==> config.mk <==
export PLATFORM = sky130hd
export DESIGN_NAME = mtimer_flat
export DESIGN_NICKNAME = d
export VERILOG_FILES = /design/src/rtl/mtimer_if.sv /design/src/rtl/mtimer.sv /design/src/flat_wrapper.sv
export SDC_FILE = /design/constraint.sdc
export NUM_CORES = 1
export LEC_CHECK = 0
export ABC_CLOCK_PERIOD_IN_PS = 2850
export BUFFER_PORTS_ARGS = -buffer_cell sky130_fd_sc_hd__buf_4
export CAP_MARGIN = 20
export CORE_UTILIZATION = 62
export DETAILED_ROUTE_END_ITERATION = 8
export MAX_ROUTING_LAYER = met4
export PLACE_DENSITY = 0.86
export SLEW_MARGIN = 20
export SYNTH_ARGS = -nofsm -noshare
export SYNTH_HDL_FRONTEND = slang
export SYNTH_SLANG_ARGS = --single-unit
export TNS_END_PERCENT = 50
==> constraint.sdc <==
create_clock -name clk -period 2.85 [get_ports clk]
set_input_delay 0.1425 -clock clk [delete_from_list [all_inputs] [get_ports clk]]
set_output_delay 0.1425 -clock clk [all_outputs]
set_load 0.02 [all_outputs]
==> src/rtl/mtimer_if.sv <==
// Data-memory bus port of the machine timer: strobes, word select, byte lanes
// and the registered read-response pair.
interface mtimer_if;
    logic        sel;
    logic        we;
    logic        re;
    logic [1:0]  addr;
    logic [3:0]  be;
    logic [31:0] wdata;
    logic [31:0] rdata;
    logic        rvalid;

    modport master (
        output sel, we, re, addr, be, wdata,
        input  rdata, rvalid
    );

    modport slave (
        input  sel, we, re, addr, be, wdata,
        output rdata, rvalid
    );
endinterface

==> src/rtl/mtimer.sv <==
// RISC-V machine timer: prescaled 64-bit mtime, 64-bit mtimecmp, atomic lo/hi
// reads through a shadow word, and a registered level interrupt.
module mtimer #(
    parameter int PRESCALE = 1
) (
    input  logic clk,
    input  logic reset,
    mtimer_if.slave bus,
    output logic irq_mtimecmp
);

    localparam logic [15:0] LAST = 16'(PRESCALE - 1);

    logic [15:0] count;
    logic        tick;
    logic [63:0] mtime;
    logic [63:0] mtimecmp;
    logic [31:0] shadow;
    logic        shadow_valid;

    logic        wr;
    logic        rd;
    logic        time_wr;
    logic        cmp_wr;
    logic [31:0] wr_old;
    logic [31:0] wr_merged;
    logic [31:0] rd_word;

    assign tick    = (count == LAST);
    assign wr      = bus.sel & bus.we;
    assign rd      = bus.sel & bus.re;
    assign time_wr = wr & ~bus.addr[1];
    assign cmp_wr  = wr & bus.addr[1];

    always_comb begin
        wr_old = mtime[31:0];
        case (bus.addr)
            2'd0:    wr_old = mtime[31:0];
            2'd1:    wr_old = mtime[63:32];
            2'd2:    wr_old = mtimecmp[31:0];
            default: wr_old = mtimecmp[63:32];
        endcase
    end

    always_comb begin
        wr_merged = wr_old;
        for (int i = 0; i < 4; i++) begin
            if (bus.be[i]) begin
                wr_merged[8*i +: 8] = bus.wdata[8*i +: 8];
            end
        end
    end

    // Read mux uses pre-write register values, so a combined read+write returns old data.
    always_comb begin
        rd_word = mtime[31:0];
        case (bus.addr)
            2'd0:    rd_word = mtime[31:0];
            2'd1:    rd_word = shadow_valid ? shadow : mtime[63:32];
            2'd2:    rd_word = mtimecmp[31:0];
            default: rd_word = mtimecmp[63:32];
        endcase
    end

    always_ff @(posedge clk) begin
        if (reset) begin
            count <= '0;
        end else if (tick) begin
            count <= '0;
        end else begin
            count <= count + 16'd1;
        end
    end

    always_ff @(posedge clk) begin
        if (reset) begin
            mtime <= '0;
        end else if (time_wr) begin
            if (bus.addr[0]) begin
                mtime[63:32] <= wr_merged;
            end else begin
                mtime[31:0] <= wr_merged;
            end
        end else if (tick) begin
            mtime <= mtime + 64'd1;
        end
    end

    always_ff @(posedge clk) begin
        if (reset) begin
            mtimecmp <= '1;
        end else if (cmp_wr) begin
            if (bus.addr[0]) begin
                mtimecmp[63:32] <= wr_merged;
            end else begin
                mtimecmp[31:0] <= wr_merged;
            end
        end
    end

    // The later write-clear deliberately overrides the read's shadow update.
    always_ff @(posedge clk) begin
        if (reset) begin
            bus.rdata    <= '0;
            bus.rvalid   <= 1'b0;
            shadow       <= '0;
            shadow_valid <= 1'b0;
        end else begin
            bus.rvalid <= rd;
            if (rd) begin
                bus.rdata <= rd_word;
                if (bus.addr == 2'd0) begin
                    shadow       <= mtime[63:32];
                    shadow_valid <= 1'b1;
                end else if (bus.addr == 2'd1) begin
                    shadow_valid <= 1'b0;
                end
            end
            if (time_wr) begin
                shadow_valid <= 1'b0;
            end
        end
    end

    always_ff @(posedge clk) begin
        if (reset) begin
            irq_mtimecmp <= 1'b0;
        end else begin
            irq_mtimecmp <= (mtime >= mtimecmp);
        end
    end

endmodule

==> src/flat_wrapper.sv <==
// flat-port wrapper written by rule: the top's interface ports become plain ports
module mtimer_flat 
#(
    parameter int PRESCALE = 1
)
  (clk, reset, irq_mtimecmp, bus_sel, bus_we, bus_re, bus_addr, bus_be, bus_wdata, bus_rdata, bus_rvalid);
  mtimer_if bus_i ();
  input  logic clk;
  input  logic reset;
  output logic irq_mtimecmp;
  input wire logic [$bits(bus_i.sel)-1:0] bus_sel;
  input wire logic [$bits(bus_i.we)-1:0] bus_we;
  input wire logic [$bits(bus_i.re)-1:0] bus_re;
  input wire logic [$bits(bus_i.addr)-1:0] bus_addr;
  input wire logic [$bits(bus_i.be)-1:0] bus_be;
  input wire logic [$bits(bus_i.wdata)-1:0] bus_wdata;
  output wire logic [$bits(bus_i.rdata)-1:0] bus_rdata;
  output wire logic [$bits(bus_i.rvalid)-1:0] bus_rvalid;
  assign bus_i.sel = bus_sel;
  assign bus_i.we = bus_we;
  assign bus_i.re = bus_re;
  assign bus_i.addr = bus_addr;
  assign bus_i.be = bus_be;
  assign bus_i.wdata = bus_wdata;
  assign bus_rdata = bus_i.rdata;
  assign bus_rvalid = bus_i.rvalid;
  mtimer #(.PRESCALE(PRESCALE)) u_core (.clk(clk), .reset(reset), .bus(bus_i), .irq_mtimecmp(irq_mtimecmp));
endmodule
=== Word-level counts from Yosys, hierarchy flattened ===
Index checks and enable logic that the tools add are counted.

* Bits in registers: 211
* Output and inout bits: 34

* Add/sub/neg operators: 2
* Order comparisons: 1
* Eq/ne operators: 4
* Multiplexer cells: 13
* Bitwise logic cells: 6
* Reduce and logical (&&, ||, !) cells: 12

{| class="wikitable"
|+ Operator list
! cell !! number
|-
| 32-bit one-hot mux with 3 select lines || 2
|-
| 64-bit two-way mux || 2
|-
| 32-bit two-way mux || 3
|-
| 64-bit by 1-bit adder with 64-bit output (second input constant) || 1
|-
| 64-bit greater-or-equal comparator || 1
|-
| 8-bit two-way mux || 4
|-
| 16-bit by 1-bit adder with 16-bit output (second input constant) || 1
|-
| 16-bit logical NOT || 1
|-
| 2-bit AND reduction || 6
|-
| 1-bit bitwise AND || 4
|-
| 2-bit inequality test (second input constant) || 2
|-
| 2-bit nonzero test || 2
|-
| 2-bit OR reduction || 2
|-
| 2-bit by 1-bit == test with 1-bit output (second input constant) || 1
|-
| 2-bit == test (second input constant) || 1
|-
| 2-bit logical NOT || 1
|-
| 1-bit two-way mux || 2
|-
| 1-bit NOT || 2
|}

=== Depth between registers and ports, before layout ===
Gate-level depths: netlist of run 1.

* Depth after elaboration: 5
* Gate-level depth with buffers: 9

=== Worst setup path before layout of run 1 ===
OpenSTA, ideal clock, no wires.

* Path type: register to register
* Start: register u_core.mtime[32]
* End: register u_core.mtime[59]
* Library setup time: 0.074 ns
* Arrival: 2.179 ns
* Required time: 2.776 ns
* Path slack: 0.597 ns
* Cell stages (with the launch flop): 8
* Path buffers: 1
* Clock period less this slack: 2.253 ns
* Path through: dfxtp_1 buf_2 and3_4 nand3_2 or4_1 or3_4 or4_1 a31oi_1

* Cells in the longest elaborated chain, start to end: 3

{| class="wikitable"
|+ Ends and longest elaborated chain
! item !! line !! RTL
|-
| start, declared || mtimer.sv:16 || <nowiki>logic [63:0] mtime;</nowiki>
|-
| start signal, assigned || mtimer.sv:80 || <nowiki>mtime[63:32] <= wr_merged;</nowiki>
|-
| start signal, assigned || mtimer.sv:85 || <nowiki>mtime <= mtime + 64'd1;</nowiki>
|-
| 64-bit by 1-bit adder with 64-bit output || mtimer.sv:85 ||
|-
| 64-bit two-way mux || mtimer.sv:84 || <nowiki>end else if (tick) begin</nowiki>
|-
| 64-bit two-way mux || mtimer.sv:78 || <nowiki>end else if (time_wr) begin</nowiki>
|}

No other way between the ends. The select of a mux whose other input is x is not followed.
A chain may end at the register's enable or synchronous reset.

=== Worst setup path in the final report of run 1 ===
* Start: register u_core.mtime[33]
* End: register u_core.mtime[61]

Same word-level chain as after synthesis.

==> metrics.yaml, run 1 <==
status: "complete, no violations"
fp-row-count: 52
maxSlewHeadroom_pct: 39.15
synth.ff_latch_count: 211
grt_pass1_wl_um: 72820
dp_hpwl_um: 34830
critPathArrivalTime_ps: 3210
drc_errors: 0
crit_type: "register to register"
drt-initial-drc-count: 1898
netlist_instances: 1641
core_area_um2: 20430
clock_skew_ps: 21.73
area_delta_synth_final_pct: 15.19
rr_worst_depth: 6
antenna_found_initial: 1
netlist_top_cells_area: "dfxtp_1 32%, ha_1 6.4%, mux2i_1 5.3%"
cp_slowest_cell: "nor4_1"
timing.fmax_ghz: 0.3521
syn_nets: 1751
grt_overflow_total: 0
gp_congestion: 1.051
cts_tree: "built"
path_max_fanout: 9
cts_buffer_depth: 3
cts_hold_buf: 0
rsz0062_at_grt: "no"
hold_start: "bus_wdata[17]"
leakage_nw: 6.332
powerDensity_nw_per_um2: 502.7
swShare_pct: 27.97
r2r_slack_ps: 10
cts_resized: 0
drt-total-wl_um: 47790
crit_path_frequent_cell: "nor4_1"
netlist_top_cells_count: "211 x dfxtp_1, 181 x nand2_1, 172 x nor2_1"
cts_inserted_buffers: 25
cp-start-kind: "register"
ios: 77
postCtsSetupRepairBufs: 0
dpl_worst_slack_ps: 187.5
yosysTopAreaCell: "dfxtp_1"
fin_crit_sh_pct: 99.64
p_int_mw: 5.434
worstPathCellList: "nand3_1 -> nor4_1 -> or3b_1 -> or4_1 -> a21oi_1 -> nor4_1"
hold_class: "primary input to register"
cts_sinks: 211
die_h_um: 147.0
hold_depth: 4
clkSlewWorstSetupHoldPaths_ps: 70
final_core_util_pct: 73.46
clockRootBuffer: "clkbuf_16"
async_flop_share_pct: 0
drive_gt1_share_pct: 15.29
dp.cells: 1958
die_w_um: 147.0
final_net_count: 1825
crit_required_ps: 3220
hold_viol_final: 0
p_total_mw: 7.545
wl_per_cell_um: 23.85
r2r_end: "u_core.mtime[61]"
yosysWarnings: 0
setup_viol: 0
yosysUniqueCellTypes: 79
finalNonFillerCells: 2004
grt_usage_pct: 45.08
fin_tns_setup_ps: 0
postPlaceCellArea_um2: 14170
synth_top_area_share_pct: 32.42
critical_path.max_stage_delay_ps: 810
avgSynthCellArea_um2: 7.940
drt_pre_antenna_iters: 9
worst_slew_pin_slew_ps: 912.7
period_minus_slack_ps: 2840
grt_max_degree: 98
hold-path-endpoint: "u_core.mtimecmp[17]"
whs_ps: 32.23
port_buffers: 76
synthesis.area_um2: 13030
viasPerCell: 6.892
worst_slack_ps: 10.15
fin_area_um2: 15010
maxCapViolCount: 0
grt_pass1_vias: 12530
ant_nets: 0
synth_seq_area_share_pct: 32.42
maxSlewViolCount: 0
h-tree-depth: 1
insertion_delay_ps: 540
worst_setup_path_end_kind: "register"
initial_core_util_pct: 63.77
power.share.combinational_pct: 14.2
peakVddDrop_mv: 0.6003
synth.most_common_cell: "dfxtp_1"
pwr-share-seq_pct: 42.3
p_clk_share_pct: 43.5
synth_edf_count: 0
r2r-start: "u_core.mtime[33]"
p_sw_mw: 2.110
ys.flop_type: "dfxtp_1"
num_vias: 13810
die_area_um2: 21600
-- layer usage --
metal  GRT usage (%)  up-vias  share of wire (%)
met3           12.33      170                 14
met4           12.94        0                3.6
met5               -        -                  0
met2           65.47     1021                 42
li1                -     6128                  -
met1           61.13     6493                 40
-- kinds of logic after synthesis --
family                   count (synthesis)  synth area share [%]
multiplexers                            96                 9.450
AND/OR/NAND/NOR                        608                 22.69
AO/OA/AOI/OAI                          436                 21.76
XOR/XNOR                                14                0.9411
adder cells (fa/ha/maj)                 67                 6.434
flip-flops                             211                 32.42
buffers and inverters                  209                 6.300
-- power by group through the flow --
stage	Clock [mW]	Sequential (mW)	Combinational, mW
3_3_place_gp	0	3.24	1.01
5_1_grt	3.41	3.19	1.13
2_1_floorplan	0	3.23	0.599
4_1_cts	3.27	3.18	1.03
6_report	3.28	3.19	1.07
3_5_place_dp	0	3.24	1.02
-- worst max-delay path by stage --
stage                  endpoint              from  slack, ps  depth (start not counted)
3_5_place_dp   u_core.mtime[63]  u_core.mtime[33]        190                          6
6_report       u_core.mtime[61]  u_core.mtime[33]         10                          6
5_1_grt        u_core.mtime[27]   u_core.count[0]         30                          9
4_1_cts        u_core.mtime[63]  u_core.mtime[33]        180                          6
3_3_place_gp   u_core.mtime[61]  u_core.mtime[33]        210                          6
2_1_floorplan  u_core.mtime[59]  u_core.mtime[32]        600                          7
-- layout make-up --
class / count / area (um^2)
inverters: 86 / 322.8
clock buffers: 34 / 689.4
multi-input cells: 1221 / 8009
diodes: 1 / 2.502
flip-flops and latches: 211 / 4225
clock inverters: 11 / 141.4
fillers: 1575 / 5421
repair buffers: 170 / 1280
well taps: 270 / 337.8
-- sequential cells by signal, indices dropped and copies added, names as in the netlist --
name and count:
u_core.mtimecmp 64, u_core.shadow 32, u_core.mtime 64, u_core.count 16
u_core.bus.rvalid 1, u_core.bus.rdata 32, u_core.irq_mtimecmp 1, u_core.shadow_valid 1
-- critical path, delay by kind of cell, from the launching register on --
| kind | cells | cell delay, ps |
|---|---|---|
| DFF | 1 | 540 |
| AOI/OAI and AO/OA | 1 | 160 |
| and+or+nand+nor | 5 | 1990 |
-- placed cells by master (no fill, tap or decap), drive strengths merged, types with 7 or more instances in the layout --
cell | synthesis | layout
a211oi | 11 | 11
clkinv | 1 | 8
or2 | 14 | 14
nand3 | 53 | 53
and3 | 18 | 18
a211o | 62 | 62
nor4 | 34 | 34
or3 | 7 | 7
o21ai | 103 | 103
xnor2 | 8 | 8
mux2i | 69 | 69
o31ai | 10 | 10
and2 | 11 | 11
nand2 | 181 | 181
and4 | 15 | 15
clkbuf | 96 | 34
nor2 | 172 | 172
nor3 | 27 | 27
o31a | 8 | 8
nand2b | 20 | 20
dfxtp | 211 | 211
o2bb2ai | 11 | 11
ha | 67 | 67
mux4 | 21 | 21
a31oi | 7 | 7
o211ai | 11 | 11
a21oi | 117 | 117
o22ai | 38 | 38
nand4 | 37 | 37
buf | 27 | 170
inv | 85 | 86
Power figures use the tool's default switching activity.
==> run 2: changes to the inputs <==
--- a/config.mk
+++ b/config.mk
@@ -8,10 +8,13 @@
 export ABC_CLOCK_PERIOD_IN_PS = 2850
 export BUFFER_PORTS_ARGS = -buffer_cell sky130_fd_sc_hd__buf_4
 export CAP_MARGIN = 20
-export CORE_UTILIZATION = 62
+export CELL_PAD_IN_SITES_DETAIL_PLACEMENT = 0
+export CELL_PAD_IN_SITES_GLOBAL_PLACEMENT = 1
+export CORE_UTILIZATION = 47
+export CTS_CLUSTER_SIZE = 12
 export DETAILED_ROUTE_END_ITERATION = 8
 export MAX_ROUTING_LAYER = met4
-export PLACE_DENSITY = 0.86
+export PLACE_DENSITY = 0.87
 export SLEW_MARGIN = 20
 export SYNTH_ARGS = -nofsm -noshare
 export SYNTH_HDL_FRONTEND = slang
==> metrics.yaml, run 2 (synthesized netlist as in run 1, its figures left out) <==
core_area_um2: 27100  # was 20430 um^2
crit_type: "register to register"  # unchanged
drt-initial-drc-count: 1692  # was 1898
hold_viol_final: 0  # unchanged
grt_overflow_total: 0  # unchanged
period_minus_slack_ps: 2639  # was 2840 ps
worst_slew_pin_slew_ps: 1039  # was 912.7 ps
finalNonFillerCells: 2115  # was 2004
worstPathCellList: "ha_1 -> nand3_1 -> nor4_2 -> and4_1 -> nand4_1 -> or4_1 -> o311ai_1"  # was nand3_1 -> nor4_1 -> or3b_1 -> or4_1 -> a21oi_1 -> nor4_1
path_max_fanout: 8  # was 9
power.share.combinational_pct: 14.4  # was 14.2%
initial_core_util_pct: 48.07  # was 63.77%
ant_nets: 0  # unchanged
grt_usage_pct: 34.94  # was 45.08%
timing.fmax_ghz: 0.3789  # was 0.3521 GHz
p_clk_share_pct: 43.4  # was 43.5%
dpl_worst_slack_ps: 271.3  # was 187.5 ps
h-tree-depth: 1  # unchanged
grt_pass1_wl_um: 73350  # was 72820 um
fin_crit_sh_pct: 92.61  # was 99.64%
dp.cells: 2066  # was 1958
clkSlewWorstSetupHoldPaths_ps: 60  # was 70 ps
critPathArrivalTime_ps: 3080  # was 3210 ps
ios: 77  # unchanged
port_buffers: 76  # unchanged
fp-row-count: 60  # was 52
mostFrequentLayoutCell: "dfxtp_1"  # unchanged
crit_required_ps: 3290  # was 3220 ps
area_delta_synth_final_pct: 17.01  # was 15.19%
maxSlewHeadroom_pct: 30.02  # was 39.15%
grt_pass1_vias: 12110  # was 12.53k
powerDensity_nw_per_um2: 493.6  # was 502.7 nW/um^2
antenna_found_initial: 1  # unchanged
p_sw_mw: 2.146  # was 2.110 mW
insertion_delay_ps: 540  # about the same
die_area_um2: 28390  # was 21600 um^2
maxSlewViolCount: 0  # unchanged
cp_slowest_cell: "nor4_2"  # was nor4_1
swShare_pct: 28.52  # was 27.97%
peakVddDrop_mv: 0.4100  # was 0.6003 mV
setup_viol: 0  # unchanged
die_w_um: 168.5  # was 147.0 um
maxCapViolCount: 0  # unchanged
cts_sinks: 211  # unchanged
die_h_um: 168.5  # was 147.0 um
postCtsSetupRepairBufs: 0  # unchanged
pwr-share-seq_pct: 42.3  # about the same
final_cell_mix: "210 x dfxtp_1, 180 x nand2_1, 171 x nor2_1, 171 x buf_4, 117 x a21oi_1"  # was 210 x dfxtp_1, 180 x nand2_1, 171 x nor2_1, 169 x buf_4, 117 x a21oi_1
grt_max_degree: 83  # was 98
p_int_mw: 5.379  # was 5.434 mW
cts_hold_buf: 0  # unchanged
fin_tns_setup_ps: 0  # unchanged
p_total_mw: 7.525  # was 7.545 mW
critPathBufInv: 0  # unchanged
wl_per_cell_um: 22.97  # was 23.85 um
cts_inserted_buffers: 26  # was 25
clock_skew_ps: 17.85  # was 21.73 ps
num_vias: 13240  # was 13.81k
cts_buffer_depth: 3  # unchanged
critical_path.max_stage_delay_ps: 520  # was 810 ps
viasPerCell: 6.260  # was 6.892
final_net_count: 1832  # was 1825
dp_hpwl_um: 35490  # was 34830 um
cts_resized: 0  # unchanged
status: "complete, no violations"  # unchanged
worst_setup_path_end_kind: "register"  # unchanged
gp_congestion: 0.9639  # was 1.051
path_delay_family: "simple AND/OR/NAND/NOR gates"  # unchanged
worst_slack_ps: 210.7  # was 10.15 ps
drc_errors: 0  # unchanged
cp-start-kind: "register"  # unchanged
drt_pre_antenna_iters: 6  # was 9
hold_class: "primary input to register"  # unchanged
rsz0062_at_grt: "no"  # unchanged
drive_gt1_share_pct: 15.85  # was 15.29%
clockRootBuffer: "clkbuf_16"  # unchanged
drt-total-wl_um: 48590  # was 47790 um
cts_tree: "built"  # unchanged
biggestRegsByFlops: "u_core.mtime (64), u_core.mtimecmp (64)"  # unchanged
leakage_nw: 6.389  # was 6.332 nW
==> run 2: changes by cell type in the layout (fill, tap and decap cells not counted), moves of 2 or more <==
cell | before | now
buf_12 | 0 | 4
buf_4 | 169 | 171
bufinv_16 | 3 | 0
clkbuf_1 | 6 | 3
clkbuf_16 | 25 | 27
clkbuf_8 | 3 | 7
clkinv_2 | 5 | 7
clkinvlp_4 | 0 | 2
==> run 2: layout make-up <==
type                       instances  area [um^2]
antenna                            2        5.005
fill                            2555        11860
tap                              372        465.4
sequential                       211         4225
clock inverter                    10        58.81
clock buffer                      37        783.3
inverter                          86        322.8
multi-input combinational       1221         8009
timing repair buffer             176         1375
==> run 2: stage by stage <==
step | util [%] | area (um^2) | hold slack (ps)
finish | 56.25 | 15240 | 11.43
global route | 56.24 | 15240 | 20.88
CTS | 56.23 | 15240 | 9.374
detailed placement | 53.13 | 14400 | 446.1
global placement | 53.13 | 14400 | 439.7
floorplan | - | 13030 | 342.5
==> run 2: final timing paths <==
kind,startpoint,slack [ps],end,cells after the start
worst max-delay path,u_core.mtime[1],210,u_core.mtime[38],7
worst min-delay path,bus_wdata[27],10,u_core.mtimecmp[59],4
worst max register to register,u_core.mtime[1],210,u_core.mtime[38],7
worst min register to register,u_core.bus.rdata[16],450,u_core.bus.rdata[16],2
==> run 2: power by group through the flow <==
stage / Combinational [mW] / Sequential (mW) / Clock (mW)
after global placement: 1.04 / 3.23 / 0
final: 1.08 / 3.18 / 3.26
after detailed placement: 1.05 / 3.24 / 0
after global routing: 1.16 / 3.19 / 3.41
after CTS: 1.06 / 3.17 / 3.29
after floorplan: 0.599 / 3.23 / 0
==> run 2: metal layers <==
layer  vias to the layer above  global-route usage (%)  wire (um)
li1                       6144                       -          -
met2                       616                   50.66      20780
met3                        84                   8.324       5211
met5                         -                       -          0
met1                      6395                   48.36      21280
met4                         0                   9.368       1318
==> run 2: worst register-to-register path: stages (launching register included) <==
cell and delay, ps:
dfxtp_1 460, ha_1 250, nand3_1 180, nor4_2 520, and4_1 490, nand4_1 160
or4_1 410, o311ai_1 80
